===== config.mk =====
export PLATFORM = sky130hd
export DESIGN_NAME = keypad_time_encoder_flat
export DESIGN_NICKNAME = d
export VERILOG_FILES = /design/src/rtl/microwave_pkg.sv /design/src/rtl/keypad_time_encoder_if.sv /design/src/rtl/key_debouncer.sv /design/src/rtl/keypad_time_encoder.sv /design/src/flat_wrapper.sv
export SDC_FILE = /design/constraint.sdc
export NUM_CORES = 1
export LEC_CHECK = 0
export ABC_AREA = 0
export BUFFER_PORTS_ARGS = -buffer_cell sky130_fd_sc_hd__buf_2
export CAP_MARGIN = 20
export CORE_ASPECT_RATIO = 0.75
export CORE_MARGIN = 3
export CORE_UTILIZATION = 58
export DETAILED_ROUTE_END_ITERATION = 10
export PLACE_DENSITY = 0.83
export SKIP_CTS_REPAIR_TIMING = 1
export SYNTH_ARGS = -nofsm -noshare
export SYNTH_HDL_FRONTEND = slang
export SYNTH_SLANG_ARGS = --single-unit

===== constraint.sdc =====
create_clock -name clk -period 4.8 [get_ports clk]
set_clock_uncertainty 0.15 [all_clocks]
set_input_delay 0.24 -clock clk [delete_from_list [all_inputs] [get_ports clk]]
set_output_delay 0.24 -clock clk [all_outputs]
set_load 0.01 [all_outputs]

===== src/rtl/microwave_pkg.sv =====
// Shared constants, types and helpers for the microwave keypad entry path.
package microwave_pkg;

   localparam int unsigned BCD_W    = 4;
   localparam int unsigned NUM_KEYS = 10;

   localparam logic [BCD_W-1:0] MAX_SEC_TENS        = 4'd5;
   localparam logic [15:0]      DEF_DEBOUNCE_CYCLES = 16'd50000;
   localparam logic [15:0]      DEF_BEEP_CYCLES     = 16'd25000;

   typedef enum logic [1:0] {
      IDLE      = 2'd0,
      DEB_PRESS = 2'd1,
      HELD      = 2'd2,
      DEB_REL   = 2'd3
   } deb_state_e;

   typedef logic [NUM_KEYS-1:0] key_vec_t;

   typedef struct packed {
      logic [BCD_W-1:0] minutos;
      logic [BCD_W-1:0] sec_dezenas;
      logic [BCD_W-1:0] sec_unidades;
   } cook_time_t;

   // True when exactly one key line is set.
   function automatic logic is_one_hot(input key_vec_t v);
      logic [3:0] n;
      n = '0;
      for (int i = 0; i < int'(NUM_KEYS); i++) begin
         n = n + 4'(v[i]);
      end
      return (n == 4'd1);
   endfunction

   // Index of the set key line as a BCD digit; meaningful only for one-hot input.
   function automatic logic [BCD_W-1:0] key_to_bcd(input key_vec_t v);
      logic [BCD_W-1:0] d;
      d = '0;
      for (int i = 0; i < int'(NUM_KEYS); i++) begin
         if (v[i]) d = BCD_W'(i);
      end
      return d;
   endfunction

endpackage


===== src/rtl/keypad_time_encoder_if.sv =====
// Keypad-to-timer bundle: raw key/control inputs and the BCD cook time outputs.
interface keypad_time_encoder_if;
   import microwave_pkg::*;

   key_vec_t         keys;
   logic             entry_en;
   logic             clear;
   logic [BCD_W-1:0] sec_unidades;
   logic [BCD_W-1:0] sec_dezenas;
   logic [BCD_W-1:0] minutos;
   logic             digit_stb;
   logic             key_err;
   logic             time_nonzero;
   logic             beep;

   modport master (
      output keys, entry_en, clear,
      input  sec_unidades, sec_dezenas, minutos, digit_stb, key_err, time_nonzero, beep
   );

   modport slave (
      input  keys, entry_en, clear,
      output sec_unidades, sec_dezenas, minutos, digit_stb, key_err, time_nonzero, beep
   );

endinterface


===== src/rtl/key_debouncer.sv =====
// Synchronizes raw key lines and debounces press/release; emits one press_evt_c per stable press.
module key_debouncer
   import microwave_pkg::*;
#(
   parameter logic [15:0]  DEBOUNCE_CYCLES = DEF_DEBOUNCE_CYCLES,
   parameter int unsigned  CNT_W           = 16
) (
   input  logic     clk,
   input  logic     rst_n,
   input  key_vec_t keys,
   output key_vec_t snap,
   output logic     press_evt_c
);

   localparam logic [CNT_W-1:0] CNT_LAST = CNT_W'(DEBOUNCE_CYCLES - 16'd1);

   key_vec_t         keys_m;
   key_vec_t         keys_s;
   key_vec_t         snap_nxt;
   deb_state_e       state;
   deb_state_e       state_nxt;
   logic [CNT_W-1:0] cnt;
   logic [CNT_W-1:0] cnt_nxt;

   // Two-flop synchronizer for the asynchronous key lines.
   always_ff @(posedge clk or negedge rst_n) begin
      if (!rst_n) begin
         keys_m <= '0;
         keys_s <= '0;
      end else begin
         keys_m <= keys;
         keys_s <= keys_m;
      end
   end

   always_ff @(posedge clk or negedge rst_n) begin
      if (!rst_n) begin
         state <= IDLE;
         snap  <= '0;
         cnt   <= '0;
      end else begin
         state <= state_nxt;
         snap  <= snap_nxt;
         cnt   <= cnt_nxt;
      end
   end

   // Press is reported on the DEB_PRESS->HELD edge only, so each press evaluates once.
   always_comb begin
      state_nxt   = state;
      snap_nxt    = snap;
      cnt_nxt     = cnt;
      press_evt_c = 1'b0;
      case (state)
         IDLE: begin
            if (keys_s != '0) begin
               snap_nxt  = keys_s;
               cnt_nxt   = '0;
               state_nxt = DEB_PRESS;
            end
         end
         DEB_PRESS: begin
            if (keys_s != snap) begin
               state_nxt = IDLE;
            end else if (cnt == CNT_LAST) begin
               state_nxt   = HELD;
               press_evt_c = 1'b1;
            end else begin
               cnt_nxt = cnt + CNT_W'(1);
            end
         end
         HELD: begin
            if (keys_s == '0) begin
               cnt_nxt   = '0;
               state_nxt = DEB_REL;
            end
         end
         DEB_REL: begin
            if (keys_s != '0) begin
               state_nxt = HELD;
            end else if (cnt == CNT_LAST) begin
               state_nxt = IDLE;
            end else begin
               cnt_nxt = cnt + CNT_W'(1);
            end
         end
         default: state_nxt = IDLE;
      endcase
   end

endmodule


===== src/rtl/keypad_time_encoder.sv =====
// Keypad digit entry into a right-shifting M:SS BCD cook time register.
// Optional beep driver enabled by defining KEYPAD_BEEP_EN.
module keypad_time_encoder
   import microwave_pkg::*;
#(
   parameter logic [15:0] DEBOUNCE_CYCLES = DEF_DEBOUNCE_CYCLES,
   parameter int unsigned CNT_W           = 16,
   parameter logic [15:0] BEEP_CYCLES     = DEF_BEEP_CYCLES
) (
   input  logic                  clk,
   input  logic                  rst_n,
   keypad_time_encoder_if.slave  bus
);

   key_vec_t   snap;
   logic       press_evt_c;
   cook_time_t digits;
   cook_time_t digits_nxt;
   logic       digit_stb;
   logic       stb_nxt;
   logic       key_err;
   logic       err_nxt;

   key_debouncer #(
      .DEBOUNCE_CYCLES (DEBOUNCE_CYCLES),
      .CNT_W           (CNT_W)
   ) u_key_debouncer (
      .clk         (clk),
      .rst_n       (rst_n),
      .keys        (bus.keys),
      .snap        (snap),
      .press_evt_c (press_evt_c)
   );

   // Press evaluation; clear wins over a same-cycle shift and suppresses its strobe.
   always_comb begin
      digits_nxt = digits;
      stb_nxt    = 1'b0;
      err_nxt    = 1'b0;
      if (press_evt_c) begin
         if (!is_one_hot(snap)) begin
            err_nxt = 1'b1;
         end else if (bus.entry_en) begin
            if ((digits.minutos != '0) || (digits.sec_unidades > MAX_SEC_TENS)) begin
               err_nxt = 1'b1;
            end else begin
               digits_nxt.minutos      = digits.sec_dezenas;
               digits_nxt.sec_dezenas  = digits.sec_unidades;
               digits_nxt.sec_unidades = key_to_bcd(snap);
               stb_nxt                 = 1'b1;
            end
         end
      end
      if (bus.clear) begin
         digits_nxt = '0;
         stb_nxt    = 1'b0;
      end
   end

   always_ff @(posedge clk or negedge rst_n) begin
      if (!rst_n) begin
         digits    <= '0;
         digit_stb <= 1'b0;
         key_err   <= 1'b0;
      end else begin
         digits    <= digits_nxt;
         digit_stb <= stb_nxt;
         key_err   <= err_nxt;
      end
   end

   assign bus.sec_unidades = digits.sec_unidades;
   assign bus.sec_dezenas  = digits.sec_dezenas;
   assign bus.minutos      = digits.minutos;
   assign bus.digit_stb    = digit_stb;
   assign bus.key_err      = key_err;
   assign bus.time_nonzero = (digits != '0);

`ifdef KEYPAD_BEEP_EN
   logic        beep;
   logic [15:0] beep_cnt;

   // Beep rises with digit_stb and lasts BEEP_CYCLES; a new accept restarts it.
   always_ff @(posedge clk or negedge rst_n) begin
      if (!rst_n) begin
         beep     <= 1'b0;
         beep_cnt <= '0;
      end else if (stb_nxt) begin
         beep     <= 1'b1;
         beep_cnt <= BEEP_CYCLES - 16'd1;
      end else if (beep) begin
         if (beep_cnt == '0) begin
            beep <= 1'b0;
         end else begin
            beep_cnt <= beep_cnt - 16'd1;
         end
      end
   end

   assign bus.beep = beep;
`else
   logic beep_cfg_unused;

   assign beep_cfg_unused = |BEEP_CYCLES;
   assign bus.beep        = 1'b0;
`endif

endmodule

===== src/flat_wrapper.sv =====
// flat-port wrapper written by rule: the top's interface ports become plain ports
module keypad_time_encoder_flat import microwave_pkg::*;
#(
   parameter logic [15:0] DEBOUNCE_CYCLES = DEF_DEBOUNCE_CYCLES,
   parameter int unsigned CNT_W           = 16,
   parameter logic [15:0] BEEP_CYCLES     = DEF_BEEP_CYCLES
)
  (clk, rst_n, bus_keys, bus_entry_en, bus_clear, bus_sec_unidades, bus_sec_dezenas, bus_minutos, bus_digit_stb, bus_key_err, bus_time_nonzero, bus_beep);
  keypad_time_encoder_if bus_i ();
  input  logic clk;
  input  logic rst_n;
  input wire logic [$bits(bus_i.keys)-1:0] bus_keys;
  input wire logic [$bits(bus_i.entry_en)-1:0] bus_entry_en;
  input wire logic [$bits(bus_i.clear)-1:0] bus_clear;
  output wire logic [$bits(bus_i.sec_unidades)-1:0] bus_sec_unidades;
  output wire logic [$bits(bus_i.sec_dezenas)-1:0] bus_sec_dezenas;
  output wire logic [$bits(bus_i.minutos)-1:0] bus_minutos;
  output wire logic [$bits(bus_i.digit_stb)-1:0] bus_digit_stb;
  output wire logic [$bits(bus_i.key_err)-1:0] bus_key_err;
  output wire logic [$bits(bus_i.time_nonzero)-1:0] bus_time_nonzero;
  output wire logic [$bits(bus_i.beep)-1:0] bus_beep;
  assign bus_i.keys = bus_keys;
  assign bus_i.entry_en = bus_entry_en;
  assign bus_i.clear = bus_clear;
  assign bus_sec_unidades = bus_i.sec_unidades;
  assign bus_sec_dezenas = bus_i.sec_dezenas;
  assign bus_minutos = bus_i.minutos;
  assign bus_digit_stb = bus_i.digit_stb;
  assign bus_key_err = bus_i.key_err;
  assign bus_time_nonzero = bus_i.time_nonzero;
  assign bus_beep = bus_i.beep;
  keypad_time_encoder #(.DEBOUNCE_CYCLES(DEBOUNCE_CYCLES), .CNT_W(CNT_W), .BEEP_CYCLES(BEEP_CYCLES)) u_core (.clk(clk), .rst_n(rst_n), .bus(bus_i));
endmodule

# [Word level (Yosys, flattened, before mapping)]
# Cells that the tools add are included.
[word_totals] reg_bits=62 latch_bits=0 mem_bits_rw=0 romBits=0 in_bits=14 output_inout_bits=16 elab_cells=86 mem_count=0
[op_classes] addsub=10 multipliers=0 div=0 magnitude_cmp=1 n_eq_ne=13 shifts=0 n_mux=39 bitwise=0 n_reduce_logical=13
[op_table] op="$mux W16" n=5
[op_table] op="$pmux W16 S4" n=1
[op_table] op="$mux W12" n=5
[op_table] op="$add A4 B1 Y4" n=8
[op_table] op="$add A16 B1 Y16 const B" n=1
[op_table] op="$eq A16 B16 Y1 const B" n=1
[op_table] op="$mux W2" n=8
[op_table] op="$mux W1" n=13
[op_table] op="$mux W3" n=4
[op_table] op="$reduce_and A4 Y1" n=3
[op_table] op="$reduce_bool A12 Y1" n=1
[op_table] op="$logic_not A10 Y1" n=1
[op_table] op="$ne A10 B10 Y1" n=1
[op_table] op="$ne A2 B2 Y1 const B" n=5
[op_table] op="$reduce_bool A10 Y1" n=1
[op_table] op="$mux W4" n=2
[op_table] op="$pmux W2 S4" n=1
[op_table] op="$ne A3 B3 Y1 const B" n=2
[op_table] op="$reduce_bool A2 Y1" n=3
[op_table] op="$eq A2 B2 Y1 const B" n=2
[op_table] op="$eq A4 B1 Y1 const B" n=1
[op_table] op="$gt A4 B3 Y1 const B" n=1
[op_table] op="$reduce_bool A4 Y1" n=1
[op_table] op="$add A1 B1 Y2" n=1
[op_table] op="4 further kinds" n=4

# [Logic depth before layout (Yosys ltp)]
# Gate-level depths: netlist (run 1).
[depth] ltp_word=14 depth_mapped=14

# [Modules after synthesis]
# From an unflattened synthesis (run 1), not the netlist that was laid out.
[unflattened] hier_cells=268 area_unflattened_um2=2985.4
[modules_own_cells] module="key_debouncer" instances=1 cells_per_inst=176 area_per_inst_um2=2080.7 seq_area_each_um2=1201.2
[modules_own_cells] module="keypad_time_encoder" instances=1 cells_per_inst=92 area_per_inst_um2=904.6 seq_area_each_um2=350.3

# [Worst setup path after synthesis (run 1)]
# Ideal clock, no wire load.
[synth_timing] path_kind="register -> register" start="register u_core.u_key_debouncer.snap[1]" end="register u_core.digits (netlist bit u_core.bus.sec_unidades[2])" arrival_time_ps=3907 required_time_ps=4529 path_slack_ps=622 stages_incl_launch_ff=14 n_path_buf=1 synth_period_minus_slack_ps=4178 path_cell_list="dfrtp_1 -> ha_1 -> inv_1 -> fa_1 -> fa_1 -> fa_1 -> fa_1 -> fa_1 -> nor2_1 -> a31oi_1 -> nor4b_1 -> a31oi_1 -> buf_2 -> a22o_1"
[synth_via] elab_chain_len=12 elab_cells_between_ends=16
[synth_rtl] item="start: declaration" line_no="key_debouncer.sv:11" source="output key_vec_t snap,"
[synth_rtl] item="start signal: assignment" line_no="key_debouncer.sv:43" source="snap <= snap_nxt;"
[synth_rtl] item="$add A1 B1 Y2" line_no="microwave_pkg.sv:31" source="n = n + 4'(v[i]);"
[synth_rtl] item="$add A4 B1 Y4 (8 in series)" line_no="microwave_pkg.sv:31"
[synth_rtl] item="$eq A4 B1 Y1" line_no="microwave_pkg.sv:33" source="return (n == 4'd1);"
[synth_rtl] item="$reduce_bool A2 Y1 (no source line)"
[synth_rtl] item="$reduce_and A4 Y1 (no source line) *"
[synth_rtl] item="end signal: assignment" line_no="keypad_time_encoder.sv:66" source="digits <= digits_nxt;"
[synth_rtl] item="end: declaration" line_no="keypad_time_encoder.sv:17" source="cook_time_t digits;"
# Mark *: on every way between the ends. The rest lies on a longest branch, timed or not.
# A chain may end at the register's enable or synchronous reset.

# [Worst setup path in the final report (run 1)]
[layout_timing] start="register u_core.u_key_debouncer.snap[0]" end="register u_core.digits (netlist bit u_core.bus.sec_unidades[2])"
# Same word-level chain as after synthesis.

==> impl_metrics.json, run 1 <==
{
  "outcome": "complete, no violations",
  "netSwitchingPower_mw": 0.384,
  "syn_to_final_growth_pct": 16.1,
  "final_min_period_over_clock_period_pct": 90.1,
  "cp_cell_sequence": "ha_1 -> inv_1 -> fa_1 -> fa_1 -> fa_1 -> fa_1 -> fa_1 -> nor2_1 -> a31oi_1 -> nor4b_1 -> a31oi_1 -> buf_4 -> a22o_1",
  "cp_slowest_stage_delay_ns": 0.51,
  "finalHoldViolations": 0,
  "power.share.switching_pct": 30.8,
  "ys_warnings": 0,
  "timing.critical_path.fanout_max": 12,
  "routed_via_density": 5.80,
  "fin_setup_tns_ns": 0,
  "detailedRoute.firstPassIterationCount": 4,
  "netlist_top_cells_count": "dfrtp_1 (62), nand2_1 (32), nor2_1 (19)",
  "drv_cap": 0,
  "finalSetupViolations": 0,
  "postRouteWirelength_mm": 5.90,
  "layout-drive-gt1-share_pct": 21.5,
  "max_clk_rate_mhz": 231,
  "criticalPathCategory": "reg -> reg",
  "clock_sinks": 62,
  "slew_violations": 0,
  "reg2reg_depth": 13,
  "drt_drc_violations_left": 0,
  "cts_max_path_buffers": 2,
  "via_count": 2186,
  "chipWidth_um": 89.2,
  "clk_pin_slew_ns": 0.07,
  "grt_pass1_wl_mm": 9.45,
  "ff2ff_setup_slack_ns": 0.48,
  "pin_count": 30,
  "holdCritStartpoint": "bus_entry_en",
  "diode_insertion_count_for_antenna_repair": 0,
  "clock_latency_ns": 0.35,
  "worstReg2RegStart": "u_core.u_key_debouncer.snap[0]$_DFFE_PN0P_",
  "leakage_component_of_the_power_nw": 1.58,
  "netlist-cell-type-count": 50,
  "initial_utilization_pct": 60.7,
  "power_frac_seq_pct": 45.6,
  "slowest_stage": "fa_1",
  "final_area_mm2": 0.00349,
  "clk_root_buffer_cell": "clkbuf_8",
  "io_buffers": 28,
  "routedWlPerCell_um": 15.6,
  "placed_cell_area_mm2": 0.00320,
  "via_count_of_the_first_global_routing_pass": 2020,
  "grt_max_degree": 63,
  "p_comb_share_pct": 21.0,
  "synth.net_count": 292,
  "synthDominantCellAreaShare_pct": 51.6,
  "synthFlopType": "dfrtp_1",
  "worst_hold_path.endpoint": "u_core.bus.key_err$_DFF_PN0_",
  "die_area_mm2": 0.00610,
  "hold_path_class": "in -> reg",
  "cell_type_with_the_highest_occurrence_count_on_the_critical_path": "fa_1",
  "dp_hpwl_mm": 4.07,
  "synth_enable_flop_cells": 0,
  "grt_setup_unrepaired": "false",
  "ys_top_cells_by_area": "dfrtp_1 (52%), fa_1 (4.0%), nand2_1 (4.0%)",
  "clkPwrFrac_pct": 33.4,
  "synth-seq-cells": 62,
  "grtUsageTotal_pct": 21.1,
  "worstMarginPinSlew_ns": 0.826,
  "syn_avg_cell_area_um2": 11.3,
  "die_height_um": 68.4,
  "power_report.internal_total_mw": 0.864,
  "critPathCaptureType": "flop",
  "final_nets": 338,
  "postSynth.asyncResetShare_pct": 100,
  "vdd_ir_drop_max_mv": 0.240,
  "r2r-end": "u_core.bus.sec_unidades[2]$_DFFE_PN0P_",
  "worstPathArrival_ns": 4.41,
  "tritoncts_clock_tree": "yes",
  "timing.max_slew.rel_slack_pct": 44.7,
  "htreeDepth": 3,
  "power-per-cell-area_mw_per_mm2": 358,
  "syn_inst": 266,
  "synthDominantAreaCellType": "dfrtp_1",
  "postRouteAntennaNets": 0,
  "placeableCoreArea_mm2": 0.00495,
  "rows": 22,
  "drt_iter0_markers": 160,
  "antenna_found_initial": 0,
  "fin_crit_ns": 4.32,
  "instances_no_fill": 377,
  "worstSetupStartpointType": "flop",
  "place.gp.congestion": 0.870,
  "global_route.overflow_total": 0,
  "post_synth_instance_area_mm2": 0.00301,
  "yosys.cell_count.top_type": "dfrtp_1",
  "cp.required_ns": 4.89,
  "hold_depth": 3,
  "fraction_of_the_yosys_area_taken_by_sequential_cells_pct": 51.6,
  "cts-buffers-inserted": 9,
  "placed_cells_incl_taps": 350
}
-- power by group through the flow --
stage	clock, mW	combinational [mW]	sequential [mW]
floorplan	0	0.206	0.571
global placement	0	0.245	0.577
detailed placement	0	0.259	0.579
CTS	0.429	0.260	0.569
global route	0.453	0.311	0.573
finish	0.417	0.263	0.569
-- kinds of logic (layout without fill, tap and decap cells) --
logic type                 after synthesis  count (layout)  synth area share [%]
muxes                                    3               3                  1.12
other                                    1               1                 0.125
buffers and inverters                   24              75                  3.79
AOI/OAI and AO/OA                       51              51                  12.2
adders and majority gates               12              12                  6.49
and+or+nand+nor                         96              96                  19.7
DFF                                     62              62                  51.6
xor gates and xnor gates                17              17                  4.95
-- how the worst max path moves through the flow --
stage	to	startpoint	slack (ns)
2_1_floorplan	u_core.bus.sec_unidades[2]$_DFFE_PN0P_	u_core.u_key_debouncer.snap[1]$_DFFE_PN0P_	0.62
3_3_place_gp	u_core.bus.sec_unidades[0]$_DFFE_PN0P_	u_core.u_key_debouncer.snap[1]$_DFFE_PN0P_	0.58
3_5_place_dp	u_core.bus.sec_unidades[2]$_DFFE_PN0P_	u_core.u_key_debouncer.snap[0]$_DFFE_PN0P_	0.47
4_1_cts	u_core.bus.sec_unidades[2]$_DFFE_PN0P_	u_core.u_key_debouncer.snap[0]$_DFFE_PN0P_	0.48
5_1_grt	u_core.bus.sec_unidades[0]$_DFFE_PN0P_	u_core.u_key_debouncer.snap[0]$_DFFE_PN0P_	0.23
6_report	u_core.bus.sec_unidades[2]$_DFFE_PN0P_	u_core.u_key_debouncer.snap[0]$_DFFE_PN0P_	0.48
-- registers in the layout, indices dropped and copies added, names as in the netlist --
register / cells
u_core.u_key_debouncer.cnt: 16
u_core.u_key_debouncer.keys_m: 10
u_core.u_key_debouncer.keys_s: 10
u_core.u_key_debouncer.snap: 10
u_core.bus.minutos: 4
u_core.bus.sec_dezenas: 4
u_core.bus.sec_unidades: 4
u_core.u_key_debouncer.state: 2
u_core.bus.digit_stb: 1
u_core.bus.key_err: 1
-- cell type report --
class	instances	area, um^2
fillers	339	1460
inverters	17	63.8
repair buffers	42	273
clock inverters	6	47.5
flip-flops and latches	62	1550
multi-input cells	180	1340
clock buffers	10	138
well taps	60	75.1
-- metrics by stage --
stage          utilization (%)  setup slack (ns)  hold slack (ns)  power, mW
6_report                  70.5             0.477           0.0866       1.25
3_3_place_gp              64.5             0.576            0.182      0.822
2_1_floorplan                -             0.622           -0.206      0.778
5_1_grt                   70.5             0.227            0.101       1.34
3_5_place_dp              64.5             0.473            0.185      0.838
4_1_cts                   68.2             0.485           -0.177       1.26
-- metal layers --
layer | up-vias | track usage, % | wire, um
met5 | - | 0 | 0
li1 | 1040 | - | -
met4 | 0 | 9.29 | 103
met3 | 11 | 7.46 | 371
met1 | 1058 | 28.0 | 2780
met2 | 77 | 31.3 | 2640
-- cells in the final DEF, fill, tap and decap left out, types with 4 or more instances in the layout --
master / instances
nor2_1: 19
a22o_1: 13
clkbuf_8: 10
nand3_1: 7
a31oi_1: 4
nor4_4: 4
inv_1: 16
o21ai_1: 5
fa_1: 6
or4_1: 7
dfrtp_1: 62
o211ai_1: 5
o21ai_0: 4
a21oi_1: 8
nand4_1: 4
clkinvlp_4: 4
ha_1: 6
xnor2_1: 12
nand2_1: 32
buf_2: 28
dlygate4sd3_1: 11
xor2_1: 5
-- worst max-delay path: cells and delay by family, from the launching register on --
kind	cells	cell delay, ns
AOI/OAI and AO/OA	3	0.47
adders and majority gates	6	2.45
buffers and inverters	2	0.27
DFF	1	0.41
and+or+nand+nor	2	0.47
(Power assumes the default switching activity.)
==> run 2, diff against run 1 <==
--- a/config.mk
+++ b/config.mk
@@ -16,4 +16,5 @@
 export SKIP_CTS_REPAIR_TIMING = 1
 export SYNTH_ARGS = -nofsm -noshare
 export SYNTH_HDL_FRONTEND = slang
+export SYNTH_HIERARCHICAL = 1
 export SYNTH_SLANG_ARGS = --single-unit
==> impl_metrics.json, run 2 <==
{
  "outcome": "complete, no violations",
  "ff2ff_setup_slack_ns": 0.76,
  "synthFlopType": "dfrtp_1",
  "postRouteAntennaNets": 0,
  "cell_type_with_the_highest_occurrence_count_on_the_critical_path": "fa_1",
  "synth.net_count": 291,
  "worst_setup_path_endpoint": "u_core/bus.sec_unidades[0]$_DFFE_PN0P_",
  "synth_enable_flop_cells": 0,
  "via_count_of_the_first_global_routing_pass": 2021,
  "worstPathArrival_ns": 4.12,
  "cts-buffers-inserted": 9,
  "hold_path_class": "in -> reg",
  "placeableCoreArea_mm2": 0.00470,
  "antenna_found_initial": 0,
  "syn_avg_cell_area_um2": 11.1,
  "finalHoldViolations": 0,
  "post_synth_instance_area_mm2": 0.00299,
  "cp_cell_sequence": "fa_1 -> fa_1 -> inv_1 -> fa_1 -> inv_1 -> ha_1 -> inv_1 -> fa_1 -> a2111oi_2 -> o211a_1 -> a21oi_2 -> a311oi_1",
  "tritoncts_clock_tree": "yes",
  "power_report.internal_total_mw": 0.866,
  "die_height_um": 68.1,
  "routed_via_density": 5.94,
  "max_clk_rate_mhz": 248,
  "fraction_of_the_yosys_area_taken_by_sequential_cells_pct": 52.0,
  "detailedRoute.firstPassIterationCount": 5,
  "final_common_cell": "dfrtp_1",
  "grt_max_degree": 63,
  "ys_warnings": 6,
  "criticalPathCategory": "reg -> reg",
  "synthDominantCellAreaShare_pct": 52.0,
  "timing.critical_path.fanout_max": 11,
  "layout-drive-gt1-share_pct": 21.0,
  "diode_insertion_count_for_antenna_repair": 0,
  "grt_pass1_wl_mm": 9.63,
  "critPathLaunch": "u_core/u_key_debouncer/snap[5]$_DFFE_PN0P_",
  "critical_path.n_buffers_inverters": 3,
  "dp_slack_ns": 0.816,
  "power-per-cell-area_mw_per_mm2": 364,
  "worstReg2RegStart": "u_core/u_key_debouncer/snap[5]$_DFFE_PN0P_",
  "final.hold.worst_slack_ns": 0.0266,
  "worstMarginPinSlew_ns": 0.756,
  "largest_register_ffs": 16,
  "netlist_top_cells_count": "dfrtp_1 (62), nand2_1 (20), nor2_1 (19)",
  "dp_hpwl_mm": 3.85,
  "slew_violations": 0,
  "final_min_period_over_clock_period_pct": 84.1,
  "reg2reg_depth": 12,
  "die_area_mm2": 0.00605,
  "syn_inst": 268,
  "via_count": 2205,
  "synthDominantAreaCellType": "dfrtp_1",
  "ys_top_cells_by_area": "dfrtp_1 (52%), fa_1 (4.0%), mux2_2 (3.8%)",
  "slowest_stage": "fa_1",
  "global_route.overflow_total": 0,
  "drt_iter0_markers": 158,
  "syn_to_final_growth_pct": 15.0,
  "cp.required_ns": 4.88,
  "clock_latency_ns": 0.34,
  "io_buffers": 28,
  "clock_sinks": 62,
  "most_frequent_cells_in_the_layout": "dfrtp_1 (62), buf_2 (28), nand2_1 (20)",
  "finalSetupViolations": 0,
  "worstSetupStartpointType": "flop",
  "timing.final.ws_setup_ns": 0.764,
  "chipWidth_um": 88.8,
  "rows": 21,
  "pin_count": 30,
  "netSwitchingPower_mw": 0.384,
  "yosys.cell_count.top_type": "dfrtp_1",
  "place.gp.congestion": 0.848,
  "power_frac_seq_pct": 45.9,
  "netlist-cell-type-count": 52,
  "final_area_mm2": 0.00343,
  "cp.depth": 12,
  "power.share.switching_pct": 30.7,
  "initial_utilization_pct": 63.5,
  "p_comb_share_pct": 22.6,
  "design_power_total_mw": 1.25,
  "drv_cap": 0,
  "cpLargestDelayFamily": "adder cells",
  "postSynth.asyncResetShare_pct": 100,
  "fin_setup_tns_ns": 0,
  "grtUsageTotal_pct": 21.5,
  "vdd_ir_drop_max_mv": 0.289,
  "top_register": "u_core/u_key_debouncer/cnt",
  "clk_root_buffer_cell": "clkbuf_8",
  "fin_crit_ns": 4.04,
  "cp_slowest_stage_delay_ns": 0.51,
  "clk_pin_slew_ns": 0.06,
  "final_nets": 333,
  "clkPwrFrac_pct": 31.5,
  "routedWlPerCell_um": 15.3,
  "drt_drc_violations_left": 0,
  "htreeDepth": 3,
  "timing.max_slew.rel_slack_pct": 49.6,
  "critPathCaptureType": "flop",
  "leakage_component_of_the_power_nw": 1.58,
  "cts_max_path_buffers": 2,
  "r2r-end": "u_core/bus.sec_unidades[0]$_DFFE_PN0P_",
  "grt_setup_unrepaired": "false",
  "synth-seq-cells": 62,
  "placed_cell_area_mm2": 0.00315,
  "postRouteWirelength_mm": 5.69
}
==> run 2: changes by cell type after synthesis, sizes merged, moves of 5 or more <==
cell / previous run / this run
nand3: 7 / 14
a22o: 13 / 0
xor2: 5 / 10
or4: 7 / 1
xnor2: 12 / 5
mux2: 3 / 10
nand2: 32 / 20
==> run 2: metal layers <==
metal	part of all wire, %	global-route usage, %	wire, um
met4	1.6	10.0	89
met2	46	30.7	2600
met5	0	0	0
met3	6.2	6.14	355
met1	47	30.4	2650
==> run 2: worst min path at each step <==
stage / slack [ns] / cells past startpoint / end / start
final: 0.03 / 3 / u_core/bus.key_err$_DFF_PN0_ / bus_entry_en
after global routing: 0.04 / 3 / u_core/bus.key_err$_DFF_PN0_ / bus_entry_en
after CTS: -0.17 / 1 / u_core/u_key_debouncer/keys_m[9]$_DFF_PN0_ / bus_keys[9]
after detailed placement: 0.19 / 0 / u_core/u_key_debouncer/keys_s[2]$_DFF_PN0_ / u_core/u_key_debouncer/keys_m[2]$_DFF_PN0_
after global placement: 0.18 / 0 / u_core/u_key_debouncer/keys_s[1]$_DFF_PN0_ / u_core/u_key_debouncer/keys_m[1]$_DFF_PN0_
after floorplan: -0.21 / 0 / u_core/bus.digit_stb$_DFF_PN0_ / rst_n
==> run 2: stage by stage <==
stage               std cells  utilization (%)
finish                    371             73.0
global route              371             73.0
CTS                       360             70.7
detailed placement        345             67.0
global placement          345             67.0
floorplan                 268                -
==> run 2: cell families (layout without fill, tap and decap cells) <==
| logic type | Yosys count | count (layout) | share of synthesized area (%) |
|---|---|---|---|
| AOI/OAI and AO/OA | 49 | 49 | 11.4 |
| xor gates and xnor gates | 15 | 15 | 4.40 |
| adders and majority gates | 9 | 9 | 5.28 |
| buffers and inverters | 25 | 71 | 3.94 |
| DFF | 62 | 62 | 52.0 |
| muxes | 11 | 11 | 4.11 |
| other | 1 | 1 | 0.126 |
| and+or+nand+nor | 96 | 96 | 18.7 |
==> run 2: worst register-to-register path, delay by kind of cell, from the launching register on <==
kind                       cells  cell delay, ns
DFF                            1            0.45
adders and majority gates      5            1.98
AOI/OAI and AO/OA              4            1.17
buffers and inverters          3            0.18
==> run 2: area by class of cell <==
type                    count  area, um^2
fillers                   338        1270
multi-input cells         181        1320
inverters                  15        56.3
well taps                  57        71.3
repair buffers             41         265
clock inverters             4        22.5
flip-flops and latches     62        1550
clock buffers              11         151
==> run 2: power groups by stage <==
stage               clock (mW)  sequential [mW]  combinational, mW
floorplan                    0            0.573              0.223
global placement             0            0.581              0.258
detailed placement           0            0.583              0.272
CTS                      0.409            0.573              0.274
global route             0.437            0.578              0.313
finish                   0.394            0.573              0.282
